File: src/rtl/memory_access_unit_pkg.sv
// Shared CPU definitions used by the memory stage.
package memory_access_unit_pkg;

  localparam int unsigned WORD_W = 16;

  typedef enum logic [1:0] {
    IDLE   = 2'd0,
    ACCESS = 2'd1,
    DONE   = 2'd2
  } mau_state_t;

endpackage

File: src/rtl/mem_timeout_counter.sv
// Counts ACCESS cycles spent waiting for a memory acknowledge.
module mem_timeout_counter #(
  parameter int unsigned TIMEOUT_CYCLES = 15
) (
  input  logic clk,
  input  logic reset,
  input  logic clear,
  input  logic enable,
  output logic terminal_c
);

  localparam int unsigned CNT_W = (TIMEOUT_CYCLES > 1) ? $clog2(TIMEOUT_CYCLES) : 1;
  localparam logic [CNT_W-1:0] LAST = CNT_W'(TIMEOUT_CYCLES - 1);

  logic [CNT_W-1:0] count;

  // terminal_c flags the last permitted waiting cycle, so the count saturates there
  always_ff @(posedge clk or posedge reset) begin
    if (reset) begin
      count <= '0;
    end else if (clear) begin
      count <= '0;
    end else if (enable && !terminal_c) begin
      count <= count + CNT_W'(1);
    end
  end

  assign terminal_c = (count == LAST);

endmodule

File: src/rtl/memory_access_unit.sv
// Memory pipeline stage: issues load/store requests, stalls upstream while
// waiting for the data memory, and registers results into writeback.
module memory_access_unit
  import memory_access_unit_pkg::*;
#(
  parameter int unsigned TIMEOUT_CYCLES = 15
) (
  input  logic              clk,
  input  logic              reset,
  input  logic              wre_memory,
  input  logic              select_writeback_data_mux_memory,
  input  logic              write_memory_enable_memory,
  input  logic [WORD_W-1:0] ALUresult_memory,
  input  logic [WORD_W-1:0] srcB_memory,
  input  logic [WORD_W-1:0] rd_memory,
  output logic              mem_req,
  output logic              mem_we,
  output logic [WORD_W-1:0] mem_addr,
  output logic [WORD_W-1:0] mem_wdata,
  input  logic              mem_ack,
  input  logic [WORD_W-1:0] mem_rdata,
  output logic              stall_memory,
  output logic              wre_writeback,
  output logic [WORD_W-1:0] writeback_data,
  output logic [WORD_W-1:0] rd_writeback,
  output logic              mem_error
);

  mau_state_t        state;
  mau_state_t        state_next;
  logic [WORD_W-1:0] load_data;
  logic              mem_op_c;
  logic              start_c;
  logic              wait_c;
  logic              ack_c;
  logic              timeout_c;
  logic              tc_c;

  assign mem_op_c  = select_writeback_data_mux_memory | write_memory_enable_memory;
  assign start_c   = (state == IDLE) && mem_op_c;
  assign wait_c    = (state == ACCESS) && !mem_ack;
  assign ack_c     = (state == ACCESS) && mem_ack;
  assign timeout_c = wait_c && tc_c;

  // Stall is combinational so the instruction is held from its first cycle here
  assign stall_memory = !reset && (start_c || (state == ACCESS));

  mem_timeout_counter #(
    .TIMEOUT_CYCLES(TIMEOUT_CYCLES)
  ) u_timeout (
    .clk       (clk),
    .reset     (reset),
    .clear     (start_c),
    .enable    (wait_c),
    .terminal_c(tc_c)
  );

  always_ff @(posedge clk or posedge reset) begin
    if (reset) begin
      state <= IDLE;
    end else begin
      state <= state_next;
    end
  end

  always_comb begin
    state_next = state;
    case (state)
      IDLE:    if (mem_op_c) state_next = ACCESS;
      ACCESS:  if (ack_c || timeout_c) state_next = DONE;
      DONE:    state_next = IDLE;
      default: state_next = IDLE;
    endcase
  end

  // mem_we stays valid through DONE and doubles as the store flag there
  always_ff @(posedge clk or posedge reset) begin
    if (reset) begin
      mem_req        <= 1'b0;
      mem_we         <= 1'b0;
      mem_addr       <= '0;
      mem_wdata      <= '0;
      wre_writeback  <= 1'b0;
      writeback_data <= '0;
      rd_writeback   <= '0;
      mem_error      <= 1'b0;
      load_data      <= '0;
    end else begin
      case (state)
        IDLE: begin
          if (mem_op_c) begin
            mem_req       <= 1'b1;
            mem_we        <= write_memory_enable_memory;
            mem_addr      <= ALUresult_memory;
            mem_wdata     <= srcB_memory;
            wre_writeback <= 1'b0;
          end else begin
            writeback_data <= ALUresult_memory;
            rd_writeback   <= rd_memory;
            wre_writeback  <= wre_memory;
          end
        end
        ACCESS: begin
          if (ack_c) begin
            mem_req   <= 1'b0;
            load_data <= mem_rdata;
          end else if (timeout_c) begin
            mem_req   <= 1'b0;
            mem_error <= 1'b1;
            load_data <= '0;
          end
        end
        DONE: begin
          writeback_data <= mem_we ? ALUresult_memory : load_data;
          rd_writeback   <= rd_memory;
          wre_writeback  <= wre_memory & ~mem_we;
        end
        default: ;
      endcase
    end
  end

endmodule

File: config.mk
export PLATFORM = sky130hd
export DESIGN_NAME = memory_access_unit
export DESIGN_NICKNAME = d
export VERILOG_FILES = /design/src/rtl/memory_access_unit_pkg.sv /design/src/rtl/mem_timeout_counter.sv /design/src/rtl/memory_access_unit.sv
export SDC_FILE = /design/constraint.sdc
export NUM_CORES = 1
export LEC_CHECK = 0
export CAP_MARGIN = 25
export CORE_MARGIN = 10
export CORE_UTILIZATION = 30
export CTS_BUF_LIST = sky130_fd_sc_hd__clkbuf_16
export CTS_CLUSTER_SIZE = 30
export DETAILED_ROUTE_END_ITERATION = 8
export HOLD_SLACK_MARGIN = 0.05
export PLACE_DENSITY = 0.69
export SLEW_MARGIN = 20
export SYNTH_ARGS = -nofsm -noshare
export SYNTH_HDL_FRONTEND = slang
export SYNTH_SLANG_ARGS = --single-unit
File: constraint.sdc
create_clock -name clk -period 3.6 [get_ports clk]
set_clock_uncertainty 0.1 [all_clocks]
set_input_delay 0.72 -clock clk [delete_from_list [all_inputs] [get_ports clk]]
set_output_delay 0.72 -clock clk [all_outputs]
set_load 0.02 [all_outputs]
==> impl_metrics.toml <==
[critical_path]
startpoint_type = "primary input"
path_delay_family = "buffers and inverters"
rr_startpoint = "state[1]"
slowest_stage = "clkdlybuf4s50_1"
reg2reg_to = "writeback_data[5]"
path_cells = "clkdlybuf4s50_1 > nor3_1 > nor3_1 > clkdlybuf4s50_1"
cp.arrival_ns = 2.15
cpPeakStageDelay_ns = 0.64
path_class = "primary input to primary output"
reg2reg_depth = 4
cp.required_ns = 2.78
end_kind = "primary output"
cp_max_fo = 5
r2r_setup_slack_ns = 1.35
crit_buf_inv = 2

[grt]
antenna_found_initial = 0
grt_pass1_vias = 2822
overflow = 0
grt_pass1_wl_um = 15910
grt_max_degree = 91
grt.total_usage_pct = 11.53

[routing]
first_iter_violations = 100
wl_per_cell_um = 17.67
wl_met1_um = 4006
highest_layer = "met4"
drt_first_pass_iters = 4
route.met2.wl_um = 4931
route.detailed.drc = 0
routed_wl_um = 9808
post_drt_via_cell_ratio = 4.524
vias = 2511
detailroute.wirelength.met3_um = 755
antenna_left = 0

[hold_path]
hp-class = "register to register"
min_to = "mem_error"
min_from = "mem_error"
worstHoldPathCells = 1

[placed_design]
portBuffers = 138
dp_hpwl_um = 7213
dpl_worst_slack_ns = 0.6351
place.gp.congestion = 0.7357
placed_area_sq_um = 5261

[synthesis]
syn_area_per_cell_sq_um = 15.40
synth_fp_nets = 315
netlist_area_sq_um = 3742
syn-instance-count = 243
synth.distinct_cells = 36
synthTopCellsByArea = "dfrtp_1 (60%), mux2_2 (18%), a22o_1 (4.0%)"
synth_largest_area_cell = "dfrtp_1"
ys_seq_area_share_pct = 60.18
synth_warnings = 0
synth_most_common_cell = "dfrtp_1"
synth_top_area_share_pct = 60.18
synth_ff_type = "dfrtp_1"
synthArstFlopShare_pct = 100.0
synth_edf_count = 0
synth-seq-cells = 90
synth_commonest_cells = "dfrtp_1 (90), mux2_2 (61), a22o_1 (17), mux2_1 (12)"

[clocking]
cts_root_buf = "clkbuf_16"
cts.path.max_buffers = 2
htree_levels = 3
clkLatencyLatePin_ns = 0.34
cts_resized = 0
numCtsBuffers = 9
cts_hold_buf = 0
cts_tree = "yes"
post_cts_buffers = 0
path_clk_slew_ns = 0.06
clkSinkCount = 90

[die]
dieArea_sq_um = 17340
start_util_pct = 30.90
io_pins = 139
std_cell_rows = 40
die_width_um = 131.7
die_y_um = 131.7
core_sq_um = 12110

[pwr]
powerDensity_nw_per_um2 = 908.2
ir_drop_mv = 0.4288
p_leak_uw = 0.002300

[sta]
fin_ws_ns = 0.6301
setup_viol = 0
hold_viol = 0
timing.slew.headroom_pct = 40.39
fin_crit_sh_pct = 82.50
grt_setup_unrepaired = "false"
final_max_slew_viol_count = 0
fmax_mhz = 336.7
tns_ns = 0
finalCriticalPeriod_ns = 2.970
tightestPinTransition_ns = 0.8941

[final_layout]
fill_cells = 1130
n_antenna_cell = 0
num-nets-final = 454
utilization_pct = 45.74
stdcell_area_sq_um = 5540
drive_gt1_share_pct = 23.77
area_growth_pct = 48.04

[run_status]
status = "finished, final reports clean"

[job]
drv_cap = 0
## cell usage in the layout, fill, tap and decap left out, drive strengths merged, types with 2 or more instances in the layout
master,instances
nor3,4
nor3b,2
a21oi,2
a22o,17
buf,4
o21ai,8
nand2,2
inv,5
mux2,80
clkdlybuf4s50,138
nor2,3
clkinv,4
mux2i,2
clkbuf,9
nand3,4
dfrtp,90
ha,2
## cell families after synthesis
kind of cell	after synthesis	share of synthesized area, %
flip-flops	90	60.18
multiplexers	82	25.31
AO/OA/AOI/OAI	31	6.319
AND/OR/NAND/NOR	21	3.779
buffers and inverters	17	3.744
adder cells (fa/ha/maj)	2	0.6686
## state kept, by name (all words and copies together) (netlist names)
signal / count
rd_writeback: 16
writeback_data: 16
mem_addr: 16
load_data: 16
u_timeout.count: 4
mem_error: 1
state: 2
mem_we: 1
wre_writeback: 1
mem_wdata: 16
mem_req: 1
## layout make-up
type                            count  area (sq um)  area share, %
Sequential cell                    90          2252          40.65
Tap cell                          168         210.2          3.794
Inverter                            3         12.51         0.2258
Multi-Input combinational cell    136          1350          24.37
Clock buffer                        9         225.2          4.065
Clock inverter                      7         53.80         0.9711
Timing Repair Buffer              142          1436          25.93
## where the power goes
group	switching, uW	total, uW	internal, uW
clock	370	894	524
sequential	274	1780	1500
combinational	1090	2360	1270
total	1730	5030	3300
## worst max-delay path by stage
| stage | startpoint | end | slack, ns | cells after the start |
|---|---|---|---|---|
| 3_3_place_gp | write_memory_enable_memory | stall_memory | 0.67 | 4 |
| 2_1_floorplan | reset | load_data[0] | 0.44 | 1 |
| 4_1_cts | write_memory_enable_memory | stall_memory | 0.62 | 4 |
| 5_1_grt | write_memory_enable_memory | stall_memory | 0.59 | 4 |
| 3_5_place_dp | write_memory_enable_memory | stall_memory | 0.64 | 4 |
| 6_report | write_memory_enable_memory | stall_memory | 0.63 | 4 |
## stage by stage
step           power [uW]  hold WS, ns  std cells
5_1_grt              5340       0.3702        555
2_1_floorplan        3118       0.3577        243
3_5_place_dp         4197       0.3488        539
4_1_cts              5122       0.3647        555
6_report             5032       0.3611        555
3_3_place_gp         4144       0.3449        539
## per-layer routing
| metal | GRT usage, % | up-vias |
|---|---|---|
| met1 | 12.45 | 1269 |
| met3 | 5.373 | 11 |
| met2 | 19.41 | 73 |
| met4 | 4.079 | 0 |
| li1 | - | 1158 |
| met5 | 0 | - |
Power figures use the tool's default switching activity.
